## src/rtl/conv_pe_ctrl_if.sv

```systemverilog
// conv_pe_ctrl_if: bundles the scheduler, input-FIFO and ConvPE signals of
// one conv_pe_ctrl instance.
//   master : environment side (scheduler, FIFOs and PE drive the inputs)
//   slave  : conv_pe_ctrl side
// Signals:
//   start, featmap_size, num_ch           scheduler -> ctrl
//   busy, done, err, ch_idx               ctrl -> scheduler
//   din_empty, win_empty                  FIFOs -> ctrl
//   din_rd_en, win_rd_en                  ctrl -> FIFOs
//   pe_rd_en, pe_featmap_size,
//   pe_convlayer_state                    ctrl -> ConvPE
//   pe_dout_start                         ConvPE -> ctrl
interface conv_pe_ctrl_if #(
   parameter int unsigned CH_W = 6
);
   logic            start;
   logic [4:0]      featmap_size;
   logic [CH_W-1:0] num_ch;
   logic            din_empty;
   logic            win_empty;
   logic            din_rd_en;
   logic            win_rd_en;
   logic            pe_rd_en;
   logic [4:0]      pe_featmap_size;
   logic            pe_convlayer_state;
   logic            pe_dout_start;
   logic            busy;
   logic            done;
   logic            err;
   logic [CH_W-1:0] ch_idx;

   modport master (
      output start, featmap_size, num_ch, din_empty, win_empty, pe_dout_start,
      input  din_rd_en, win_rd_en, pe_rd_en, pe_featmap_size,
             pe_convlayer_state, busy, done, err, ch_idx
   );

   modport slave (
      input  start, featmap_size, num_ch, din_empty, win_empty, pe_dout_start,
      output din_rd_en, win_rd_en, pe_rd_en, pe_featmap_size,
             pe_convlayer_state, busy, done, err, ch_idx
   );
endinterface

```

## src/rtl/conv_pe_ctrl.sv

```systemverilog
// conv_pe_ctrl: sequencer for one ConvPE (3x3 kernel). For each layer it
// streams num_ch channel passes of N*N din beats (the first KW beats also pop
// a weight), waits for (N-2)^2 PE output strobes per pass, inserts a 2-cycle
// gap between passes and pulses done when the last pass completes.
// Ports:
//   clk    rising-edge system clock
//   rst_n  asynchronous active-low reset
//   bus    conv_pe_ctrl_if.slave (scheduler, FIFO and ConvPE signals)
module conv_pe_ctrl #(
   parameter int unsigned KW   = 9,
   parameter int unsigned CH_W = 6
) (
   input  logic          clk,
   input  logic          rst_n,
   conv_pe_ctrl_if.slave bus
);

   localparam logic [2:0] S_IDLE   = 3'd0;
   localparam logic [2:0] S_STREAM = 3'd1;
   localparam logic [2:0] S_WAIT   = 3'd2;
   localparam logic [2:0] S_GAP    = 3'd3;
   localparam logic [2:0] S_FINISH = 3'd4;

   localparam logic [9:0] KW_W = 10'(KW);

   logic [2:0]      state;
   logic [9:0]      pix_cnt;
   logic [9:0]      out_cnt;
   logic [9:0]      nn_last;   // N*N-1, index of the final read of a pass
   logic [9:0]      out_tgt;   // (N-2)^2 strobes per pass
   logic [CH_W-1:0] c_last;    // max(num_ch,1)-1
   logic [CH_W-1:0] ch_idx_q;
   logic [4:0]      fm_q;
   logic            gap_q;
   logic            err_q;

   logic            in_pass;
   logic            rd;
   logic            cnt_en;
   logic            last_rd;
   logic            pass_done;
   logic [9:0]      out_cnt_nxt;
   logic [9:0]      fm_ext;
   logic [9:0]      fm_m2;

   always_comb begin
      in_pass     = (state == S_STREAM) || (state == S_WAIT);
      // Weights must accompany data only for the first KW beats.
      rd          = (state == S_STREAM) && !bus.din_empty &&
                    ((pix_cnt >= KW_W) || !bus.win_empty);
      // Saturating strobe count: extras beyond the target are dropped.
      cnt_en      = in_pass && bus.pe_dout_start && (out_cnt != out_tgt);
      out_cnt_nxt = out_cnt + {9'd0, cnt_en};
      last_rd     = rd && (pix_cnt == nn_last);
      // Includes this cycle's strobe so the exit follows the final strobe
      // directly; also true on the entry cycle if the target was already met.
      pass_done   = (state == S_WAIT) && (out_cnt_nxt == out_tgt);
      fm_ext      = {5'd0, bus.featmap_size};
      fm_m2       = fm_ext - 10'd2;
   end

   always_ff @(posedge clk or negedge rst_n) begin
      if (!rst_n) begin
         state    <= S_IDLE;
         pix_cnt  <= '0;
         out_cnt  <= '0;
         nn_last  <= '0;
         out_tgt  <= '0;
         c_last   <= '0;
         ch_idx_q <= '0;
         fm_q     <= '0;
         gap_q    <= 1'b0;
         err_q    <= 1'b0;
      end else begin
         err_q <= 1'b0;
         case (state)
            S_IDLE: begin
               if (bus.start) begin
                  if (bus.featmap_size < 5'd3) begin
                     err_q <= 1'b1;
                  end else begin
                     fm_q     <= bus.featmap_size;
                     nn_last  <= fm_ext * fm_ext - 10'd1;
                     out_tgt  <= fm_m2 * fm_m2;
                     c_last   <= (bus.num_ch == '0) ? '0
                                 : CH_W'(bus.num_ch) - CH_W'(1);
                     pix_cnt  <= '0;
                     out_cnt  <= '0;
                     ch_idx_q <= '0;
                     state    <= S_STREAM;
                  end
               end
            end
            S_STREAM: begin
               if (rd) pix_cnt <= pix_cnt + 10'd1;
               out_cnt <= out_cnt_nxt;
               if (last_rd) state <= S_WAIT;
            end
            S_WAIT: begin
               out_cnt <= out_cnt_nxt;
               if (pass_done) begin
                  if (ch_idx_q == c_last) begin
                     state <= S_FINISH;
                  end else begin
                     state    <= S_GAP;
                     gap_q    <= 1'b0;
                     ch_idx_q <= ch_idx_q + CH_W'(1);
                     pix_cnt  <= '0;
                     out_cnt  <= '0;
                  end
               end
            end
            S_GAP: begin
               if (gap_q) state <= S_STREAM;
               else       gap_q <= 1'b1;
            end
            S_FINISH: begin
               state <= S_IDLE;
            end
            default: begin
               state <= S_IDLE;
            end
         endcase
      end
   end

   assign bus.din_rd_en          = rd;
   assign bus.pe_rd_en           = rd;
   assign bus.win_rd_en          = rd && (pix_cnt < KW_W);
   assign bus.busy               = in_pass || (state == S_GAP);
   assign bus.pe_convlayer_state = in_pass || (state == S_GAP);
   assign bus.done               = (state == S_FINISH);
   assign bus.err                = err_q;
   assign bus.ch_idx             = ch_idx_q;
   assign bus.pe_featmap_size    = fm_q;

endmodule

```

## src/flat_wrapper.sv

```systemverilog
// flat-port wrapper written by rule: the top's interface ports become plain ports
module conv_pe_ctrl_flat 
#(
   parameter int unsigned KW   = 9,
   parameter int unsigned CH_W = 6
)
  (clk, rst_n, bus_start, bus_featmap_size, bus_num_ch, bus_din_empty, bus_win_empty, bus_pe_dout_start, bus_din_rd_en, bus_win_rd_en, bus_pe_rd_en, bus_pe_featmap_size, bus_pe_convlayer_state, bus_busy, bus_done, bus_err, bus_ch_idx);
  conv_pe_ctrl_if #(.CH_W(CH_W)) bus_i ();
  input  logic clk;
  input  logic rst_n;
  input wire logic [$bits(bus_i.start)-1:0] bus_start;
  input wire logic [$bits(bus_i.featmap_size)-1:0] bus_featmap_size;
  input wire logic [$bits(bus_i.num_ch)-1:0] bus_num_ch;
  input wire logic [$bits(bus_i.din_empty)-1:0] bus_din_empty;
  input wire logic [$bits(bus_i.win_empty)-1:0] bus_win_empty;
  input wire logic [$bits(bus_i.pe_dout_start)-1:0] bus_pe_dout_start;
  output wire logic [$bits(bus_i.din_rd_en)-1:0] bus_din_rd_en;
  output wire logic [$bits(bus_i.win_rd_en)-1:0] bus_win_rd_en;
  output wire logic [$bits(bus_i.pe_rd_en)-1:0] bus_pe_rd_en;
  output wire logic [$bits(bus_i.pe_featmap_size)-1:0] bus_pe_featmap_size;
  output wire logic [$bits(bus_i.pe_convlayer_state)-1:0] bus_pe_convlayer_state;
  output wire logic [$bits(bus_i.busy)-1:0] bus_busy;
  output wire logic [$bits(bus_i.done)-1:0] bus_done;
  output wire logic [$bits(bus_i.err)-1:0] bus_err;
  output wire logic [$bits(bus_i.ch_idx)-1:0] bus_ch_idx;
  assign bus_i.start = bus_start;
  assign bus_i.featmap_size = bus_featmap_size;
  assign bus_i.num_ch = bus_num_ch;
  assign bus_i.din_empty = bus_din_empty;
  assign bus_i.win_empty = bus_win_empty;
  assign bus_i.pe_dout_start = bus_pe_dout_start;
  assign bus_din_rd_en = bus_i.din_rd_en;
  assign bus_win_rd_en = bus_i.win_rd_en;
  assign bus_pe_rd_en = bus_i.pe_rd_en;
  assign bus_pe_featmap_size = bus_i.pe_featmap_size;
  assign bus_pe_convlayer_state = bus_i.pe_convlayer_state;
  assign bus_busy = bus_i.busy;
  assign bus_done = bus_i.done;
  assign bus_err = bus_i.err;
  assign bus_ch_idx = bus_i.ch_idx;
  conv_pe_ctrl #(.KW(KW), .CH_W(CH_W)) u_core (.clk(clk), .rst_n(rst_n), .bus(bus_i));
endmodule
```

## config.mk

```make
export PLATFORM = sky130hd
export DESIGN_NAME = conv_pe_ctrl_flat
export DESIGN_NICKNAME = d
export VERILOG_FILES = /design/src/rtl/conv_pe_ctrl_if.sv /design/src/rtl/conv_pe_ctrl.sv /design/src/flat_wrapper.sv
export SDC_FILE = /design/constraint.sdc
export NUM_CORES = 1
export LEC_CHECK = 0
export ABC_AREA = 1
export ABC_CLOCK_PERIOD_IN_PS = 7900
export CAP_MARGIN = 10
export CORE_MARGIN = 2
export CORE_UTILIZATION = 58
export DETAILED_ROUTE_END_ITERATION = 16
export GPL_TIMING_DRIVEN = 0
export PLACE_DENSITY = 0.82
export SLEW_MARGIN = 25
export SYNTH_ARGS = -nofsm -noshare
export SYNTH_HDL_FRONTEND = slang
export SYNTH_SLANG_ARGS = --single-unit
export TNS_END_PERCENT = 1
```

## constraint.sdc

```tcl
create_clock -name clk -period 7.9 [get_ports clk]
set_input_delay 1.58 -clock clk [delete_from_list [all_inputs] [get_ports clk]]
set_output_delay 1.58 -clock clk [all_outputs]
set_load 0.01 [all_outputs]
```

==> metrics.md, run 1 <==
| Metric | Value |
|---|---|
| Outcome | complete, no violations |
| CP Data Required Time | 8.13 ns |
| RSZ-0062 raised after global routing | false |
| DR pass1 iterations | 5 |
| DIE AREA | 10270 um^2 |
| Post-synthesis compound-gate area fraction | 5.850% |
| Io pins | 35 |
| Final period util | 91.85% |
| Worst-path clk slew | 0.07 ns |
| Via count | 4863 |
| Final WL | 12010 um |
| Routed length on met3 | 622 um |
| DRC viols | 0 |
| Critical R2R Launch | u_core.state[0] |
| Worst vdd ir | 0.1189 mV |
| Die Span X | 101.4 um |
| Post-Synth Simple-Gate Area | 29.36% |
| Syn nets | 836 |
| Setup crit start | bus_featmap_size[1] |
| Tightest Hold Check Type | flop to flop |
| Crit path cell chain | clkdlybuf4s50_1 -> clkbuf_1 -> inv_1 -> ha_1 -> inv_1 -> a21boi_0 -> nand2_1 -> inv_1 -> ha_1 -> a21o_1 -> fa_1 -> ha_1 -> fa_1 -> inv_1 -> fa_1 -> inv_1 -> ha_1 -> nand2_1 -> o21ai_0 -> a31o_2 -> inv_1 -> nand2_1 -> nand3_1 -> nand2_1 |
| Vias per std cell | 5.350 |
| Initial Utilization | 59.77% |
| GP Congestion | 0.9614 |
| Mapped Area | 5497 um^2 |
| PwrDens | 269.9 nW/um^2 |
| XOR/XNOR Fraction of Synth Area | 9.242% |
| Post-DP Area | 5981 um^2 |
| Hold Startpoint | u_core.bus.pe_featmap_size[2] |
| Most frequent CP cell | inv_1 |
| Core region area | 9196 um^2 |
| Critical path class | input pin to flop |
| P_leak | 3.323 nW |
| Synth async-reset ratio | 100.0% |
| Synth Flop Type | dfrtp_1 |
| Mapped Avg Cell Area | 7.338 um^2 |
| WL/cell | 13.21 um |
| ANT nets after route | 0 |
| M1 WL | 5242 um |
| Setup slack, reg-to-reg | 4.57 ns |
| Max Slew Vio Count | 0 |
| Clk buf depth | 2 |
| Area grow syn2layout | 12.09% |
| Uppermost routed layer | met4 |
| Clk Latency, worst-skew pair | 0.35 ns |
| CP Launch Type | input pin |
| Final setup skew | 0.01129 ns |
| Antenna violations before repair | 0 |
| Global-route wire length before repair | 21100 um |
| CTS Root Cell | clkbuf_8 |
| Final hold violations | 0 |
| Fillers | 778 |
| Post-synth cell types | 45 |
| Final setup violation count | 0 |
| Seq/Total Area, Yosys | 26.41% |
| GRT Total Usage | 25.60% |
| Max stage delay on crit path | 0.53 ns |
| Post-synthesis cell count | 749 |
| Largest net degree at the start of global routing | 56 |
| Setup TNS Final | 0 ns |
| Yosys warns | 0 |
| N_diodes | 0 |
| CTS H-tree depth | 3 |
| Slew margin rel. | 61.88% |
| Critical path's top delay family | adder cells |
| Area contributors post-synth | dfrtp_1 26%, nand2_1 15%, ha_1 11% |
| Port Buffer Count | 32 |
| Largest family of logic cells by synthesized area | simple AND/OR/NAND/NOR gates |
| Worst Path Arrival | 7.48 ns |
| CP endpoint kind | flop |
| Final instance area | 6161 um^2 |
| Std cell rows | 35 |
| Crit-path max FO | 9 |
| Fin crit period | 7.256 ns |
| Post-cts sizing count | 0 |
| Adder-cell share of the synthesized area | 18.94% |
| Congestion Overflow GR | 0 |
| Hold_buf cts | 0 |
| Buf+Inv Stages, Crit Path | 8 |
| Yosys reg bits | 58 |
| Clock sink count | 58 |
| F_max | 137.8 MHz |
| Post-synth EDFFs | 0 |
| TritonCTS Buffers | 9 |
| Layout Nets | 880 |
| Iter 0 DRT Violations | 184 |
| Critical-path cell with the highest stage delay | fa_1 |
| Dpl hpwl | 9628 um |
| Mux cell area share after synthesis | 0% |
| CTS tree | done |
| Leading area contributor after synthesis | dfrtp_1 |
| Met2 WL | 5839 um |
| Setup bufs post-CTS | 0 |
| Worst Tran Pin Value | 0.5696 ns |
| MaxCap Viol Count | 0 |
| Share of the synthesized area in the top cell type | 26.41% |
| Layout cell share with drive strength beyond 1 | 6.892% |
| Vias in the first global route | 4759 |
| Die H | 101.4 um |
[state kept, by name (all words and copies together), names as in the netlist]
name	flops
u_core.bus.ch_idx	6
u_core.bus.err	1
u_core.bus.pe_featmap_size	5
u_core.c_last	6
u_core.gap_q	1
u_core.nn_last	8
u_core.out_cnt	10
u_core.out_tgt	8
u_core.pix_cnt	10
u_core.state	3
[cells by family (layout without fill, tap and decap cells)]
kind of cell	after synthesis	count (layout)
flops	58	58
simple gates	372	372
xor+xnor	58	58
fa+ha+maj	70	70
buf+inv	135	184
compound gates	56	56
[layer usage]
layer / vias up / track usage [%]
met1: 2241 / 33.26
met4: 0 / 9.252
met5: - / 0
met2: 147 / 43.20
met3: 34 / 4.417
li1: 2441 / -
[final timing paths]
kind,cells after the start,endpoint
min in group asynchronous,1,u_core.bus.pe_featmap_size[1]
hold / removal,2,u_core.bus.pe_featmap_size[2]
setup / recovery,24,u_core.out_tgt[9]
max in group asynchronous,2,u_core.out_cnt[1]
setup reg to reg,21,u_core.pix_cnt[5]
hold reg to reg,2,u_core.bus.pe_featmap_size[2]
[layout make-up]
class	count	area, um^2	share of cell area, %
multi-input cells	556	3485	56.56
flip-flops and latches	58	1451	23.56
inverters	109	409.1	6.641
repair buffers	33	345.3	5.605
plain buffers	26	151.4	2.457
well taps	111	138.9	2.254
clock buffers	10	137.6	2.234
clock inverters	6	42.54	0.6905
[worst reg2reg max path: cells and delay by family (launching register included)]
family,cells,cell delay (ns)
AND/OR/NAND/NOR,15,1.72
adder cells (fa/ha/maj),2,0.50
flip-flops,1,0.42
AO/OA/AOI/OAI,2,0.31
buffers and inverters,2,0.27
[cell usage in the layout (no fill, tap or decap), drive strengths merged, types with 22 or more instances in the layout]
cell and instances:
nand4 26, nand3 39, nor2 71, xor2 36, nand2 219, xnor2 22
clkdlybuf4s50 31, fa 22, o21ai 23, ha 48, dfrtp 58, inv 108
[power by group]
group	switching (mW)	internal, mW	total (mW)
logic	0.557	0.375	0.932
clock network	0.130	0.122	0.252
registers	0.0894	0.390	0.480
total	0.776	0.887	1.66
[synthesized netlist by cell type (2+ instances only)]
cell type and count:
a21oi_1 17, buf_2 7, buf_4 6, clkbuf_1 8
clkbuf_2 3, dfrtp_1 58, fa_1 22, ha_1 48
inv_1 108, nand2_1 215, nand2_2 3, nand3_1 35
nand3_2 3, nand3b_1 2, nand4_1 25, nor2_1 68
nor2_2 2, nor3_1 5, nor3b_1 3, o21a_1 2
o21ai_0 20, o21ai_1 2, o22ai_1 3, o31ai_1 4
or2_2 4, xnor2_1 22, xor2_1 36
[per-stage QoR]
step	hold WS, ns	setup slack [ns]	power (mW)	instances	util (%)
after floorplan	0.4638	1.573	1.159	749	-
after global placement	0.4701	0.4914	1.369	892	64.76
after detailed placement	0.4822	0.3387	1.404	893	65.03
after CTS	0.4980	0.6665	1.658	909	66.99
after global routing	0.5191	0.2570	1.823	909	66.99
final	0.4941	0.6438	1.663	909	66.99
Power figures use the tool's default switching activity.
==> run 2: changes to the inputs <==
--- a/config.mk
+++ b/config.mk
@@ -13,6 +13,7 @@
 export DETAILED_ROUTE_END_ITERATION = 16
 export GPL_TIMING_DRIVEN = 0
 export PLACE_DENSITY = 0.82
+export SKIP_LAST_GASP = 1
 export SLEW_MARGIN = 25
 export SYNTH_ARGS = -nofsm -noshare
 export SYNTH_HDL_FRONTEND = slang
==> results of run 2 <==
No change in the layout: final DEF, timing and power equal those of run 1.
==> run 3: changes to the inputs <==
--- a/config.mk
+++ b/config.mk
@@ -8,7 +8,6 @@
 export ABC_AREA = 1
 export ABC_CLOCK_PERIOD_IN_PS = 7900
 export CAP_MARGIN = 10
-export CORE_MARGIN = 2
 export CORE_UTILIZATION = 58
 export DETAILED_ROUTE_END_ITERATION = 16
 export GPL_TIMING_DRIVEN = 0
==> run 3 against run 2 <==
Against the previous run: fmax increased by 2.1%; die area decreased by 3.9%; critical path type unchanged; total power increased by 6.0%; final cell count unchanged; hold slack improved by 0.011 ns; global-route usage increased by 0.98 points.
==> metrics.md, run 3 (same netlist as run 1, synthesis figures left out) <==
| Metric | Value |
|---|---|
| Outcome | complete, no violations |
| Congestion Overflow GR | 0 |
| DP Cell Count | 893 |
| TritonCTS Buffers | 9 |
| Std cell rows | 35 |
| DR pass1 iterations | 5 |
| CTS Root Cell | clkbuf_8 |
| Final hold violations | 0 |
| Setup slack, reg-to-reg | 4.43 ns |
| Fin cells | 909 |
| Hold_buf cts | 0 |
| Layout cell share with drive strength beyond 1 | 6.892% |
| Hold depth | 2 |
| Worst-path clk slew | 0.08 ns |
| Clk Latency, worst-skew pair | 0.34 ns |
| Vias in the first global route | 4829 |
| Setup TNS Final | 0 ns |
| Dpl hpwl | 9547 um |
| GRT Total Usage | 26.59% |
| Critical path class | input pin to flop |
| Iter 0 DRT Violations | 194 |
| RR Endpoint | u_core.pix_cnt[4] |
| Largest net degree at the start of global routing | 36 |
| Final Power | 1.763 mW |
| Vias per std cell | 5.391 |
| Commonest non-fill, non-tap cell in the layout | nand2_1 |
| Setup bufs post-CTS | 0 |
| Most frequent cells in the layout | 215 x nand2_1, 108 x inv_1, 68 x nor2_1 |
| Hold Startpoint | u_core.c_last[4] |
| DIE AREA | 9870 um^2 |
| CTS H-tree depth | 3 |
| Most frequent CP cell | inv_1 |
| CP Data Required Time | 8.13 ns |
| Post-cts sizing count | 0 |
| Max Slew Vio Count | 0 |
| MaxCap Viol Count | 0 |
| CP endpoint kind | flop |
| ANT nets after route | 0 |
| Tightest Hold Check Type | flop to flop |
| Slew margin rel. | 63.54% |
| Hold Path Sink | u_core.c_last[4] |
| Clk buf depth | 2 |
| Die Span X | 99.35 um |
| CP Launch Type | input pin |
| Final setup skew | 0.01489 ns |
| DRC viols | 0 |
| Core region area | 9196 um^2 |
| Largest regs | u_core.out_cnt (10), u_core.pix_cnt (10) |
| Critical R2R Launch | u_core.state[0] |
| Io pins | 35 |
| Area grow syn2layout | 13.20% |
| Final core occ | 67.66% |
| Die H | 99.35 um |
| Crit path cell chain | clkdlybuf4s50_1 -> clkbuf_1 -> inv_1 -> ha_1 -> inv_1 -> a21boi_0 -> nand2_1 -> inv_1 -> ha_1 -> a21o_1 -> fa_1 -> ha_1 -> fa_1 -> inv_1 -> fa_1 -> inv_1 -> ha_1 -> nand2_1 -> o21ai_0 -> a31o_2 -> inv_1 -> nand2_1 -> nand3_1 -> nand2_1 |
| F_max | 140.6 MHz |
| Port Buffer Count | 32 |
| Buf+Inv Stages, Crit Path | 8 |
| Final WL | 12120 um |
| Crit-path max FO | 9 |
| Clock sink count | 58 |
| Initial Utilization | 59.77% |
| Critical path's top delay family | adder cells |
| RSZ-0062 raised after global routing | false |
| PwrDens | 283.3 nW/um^2 |
| Worst Tran Pin Value | 0.5449 ns |
| Via count | 4900 |
| Worst vdd ir | 0.1643 mV |
| Worst Path Arrival | 7.34 ns |
| N_diodes | 0 |
| Fillers | 775 |
| Fin crit period | 7.110 ns |
| Depth of the worst register-to-register path | 18 |
| Max stage delay on crit path | 0.54 ns |
| Final period util | 90.00% |
| Final setup violation count | 0 |
| Antenna violations before repair | 0 |
| Critical-path cell with the highest stage delay | fa_1 |
| CTS tree | done |
| P_leak | 3.355 nW |
| Global-route wire length before repair | 21020 um |
| GP Congestion | 0.8864 |
| Layout Nets | 880 |
| WL/cell | 13.34 um |
## run 3: cell types whose count changed in the layout (fill, tap and decap cells not counted), sizes merged
cell	before	now
bufinv	0	3
clkinv	5	4
clkbuf	21	20
clkinvlp	2	0
inv	108	109
## run 3: worst max path at each step
stage	start	endpoint	slack [ns]	cells after the start
final	bus_featmap_size[1]	u_core.out_tgt[9]	0.79	24
after global routing	bus_featmap_size[1]	u_core.out_tgt[9]	0.34	24
after CTS	bus_featmap_size[1]	u_core.out_tgt[9]	0.78	24
after detailed placement	bus_featmap_size[1]	u_core.out_tgt[9]	0.42	24
after global placement	bus_featmap_size[1]	u_core.out_tgt[9]	0.52	24
after floorplan	bus_featmap_size[1]	u_core.out_tgt[9]	1.57	23
## run 3: final cells by class
type                       instances  area [um^2]  share of cell area, %
buffer                            26        151.4                  2.433
clock buffer                       9        123.9                  1.991
clock inverter                     7        125.1                  2.011
inverter                         109        409.1                  6.575
multi-input combinational        556         3485                  56.00
sequential                        58         1451                  23.33
tap                              111        138.9                  2.232
timing repair buffer              33        337.8                  5.429
## run 3: report_power, final
group	total [mW]	internal, mW	switching [mW]
sequential	0.480	0.390	0.0903
combinational	0.939	0.375	0.564
clock	0.343	0.212	0.131
total	1.76	0.977	0.786
## run 3: stage by stage
step	cell area (um^2)	worst slack (ns)	hold slack (ns)
after CTS	6222	0.7759	0.5086
final	6222	0.7899	0.5049
after global placement	5956	0.5220	0.4752
after global routing	6222	0.3379	0.5316
after detailed placement	5973	0.4193	0.4877
after floorplan	5497	1.573	0.4638
## run 3: worst register-to-register path, cell delays in order (launching register included)
cell,delay (ns)
dfrtp_1,0.42
nor2_1,0.18
inv_1,0.13
nor2_2,0.32
o21ai_0,0.18
a31oi_1,0.21
ha_1,0.28
ha_1,0.23
nand2_1,0.15
nor2_4,0.15
nand4_2,0.13
xor2_1,0.17
nor2_1,0.15
nand2_2,0.10
nand2_4,0.10
buf_8,0.14
nand3_4,0.14
nand2_1,0.11
nand2_1,0.06
## run 3: layer usage
| metal | part of all wire [%] | vias to the layer above | GRT usage (%) |
|---|---|---|---|
| li1 | - | 2440 | - |
| met1 | 45 | 2283 | 33.49 |
| met2 | 49 | 149 | 45.57 |
| met3 | 4.2 | 28 | 4.427 |
| met4 | 2.5 | 0 | 10.86 |
| met5 | 0 | - | 0 |
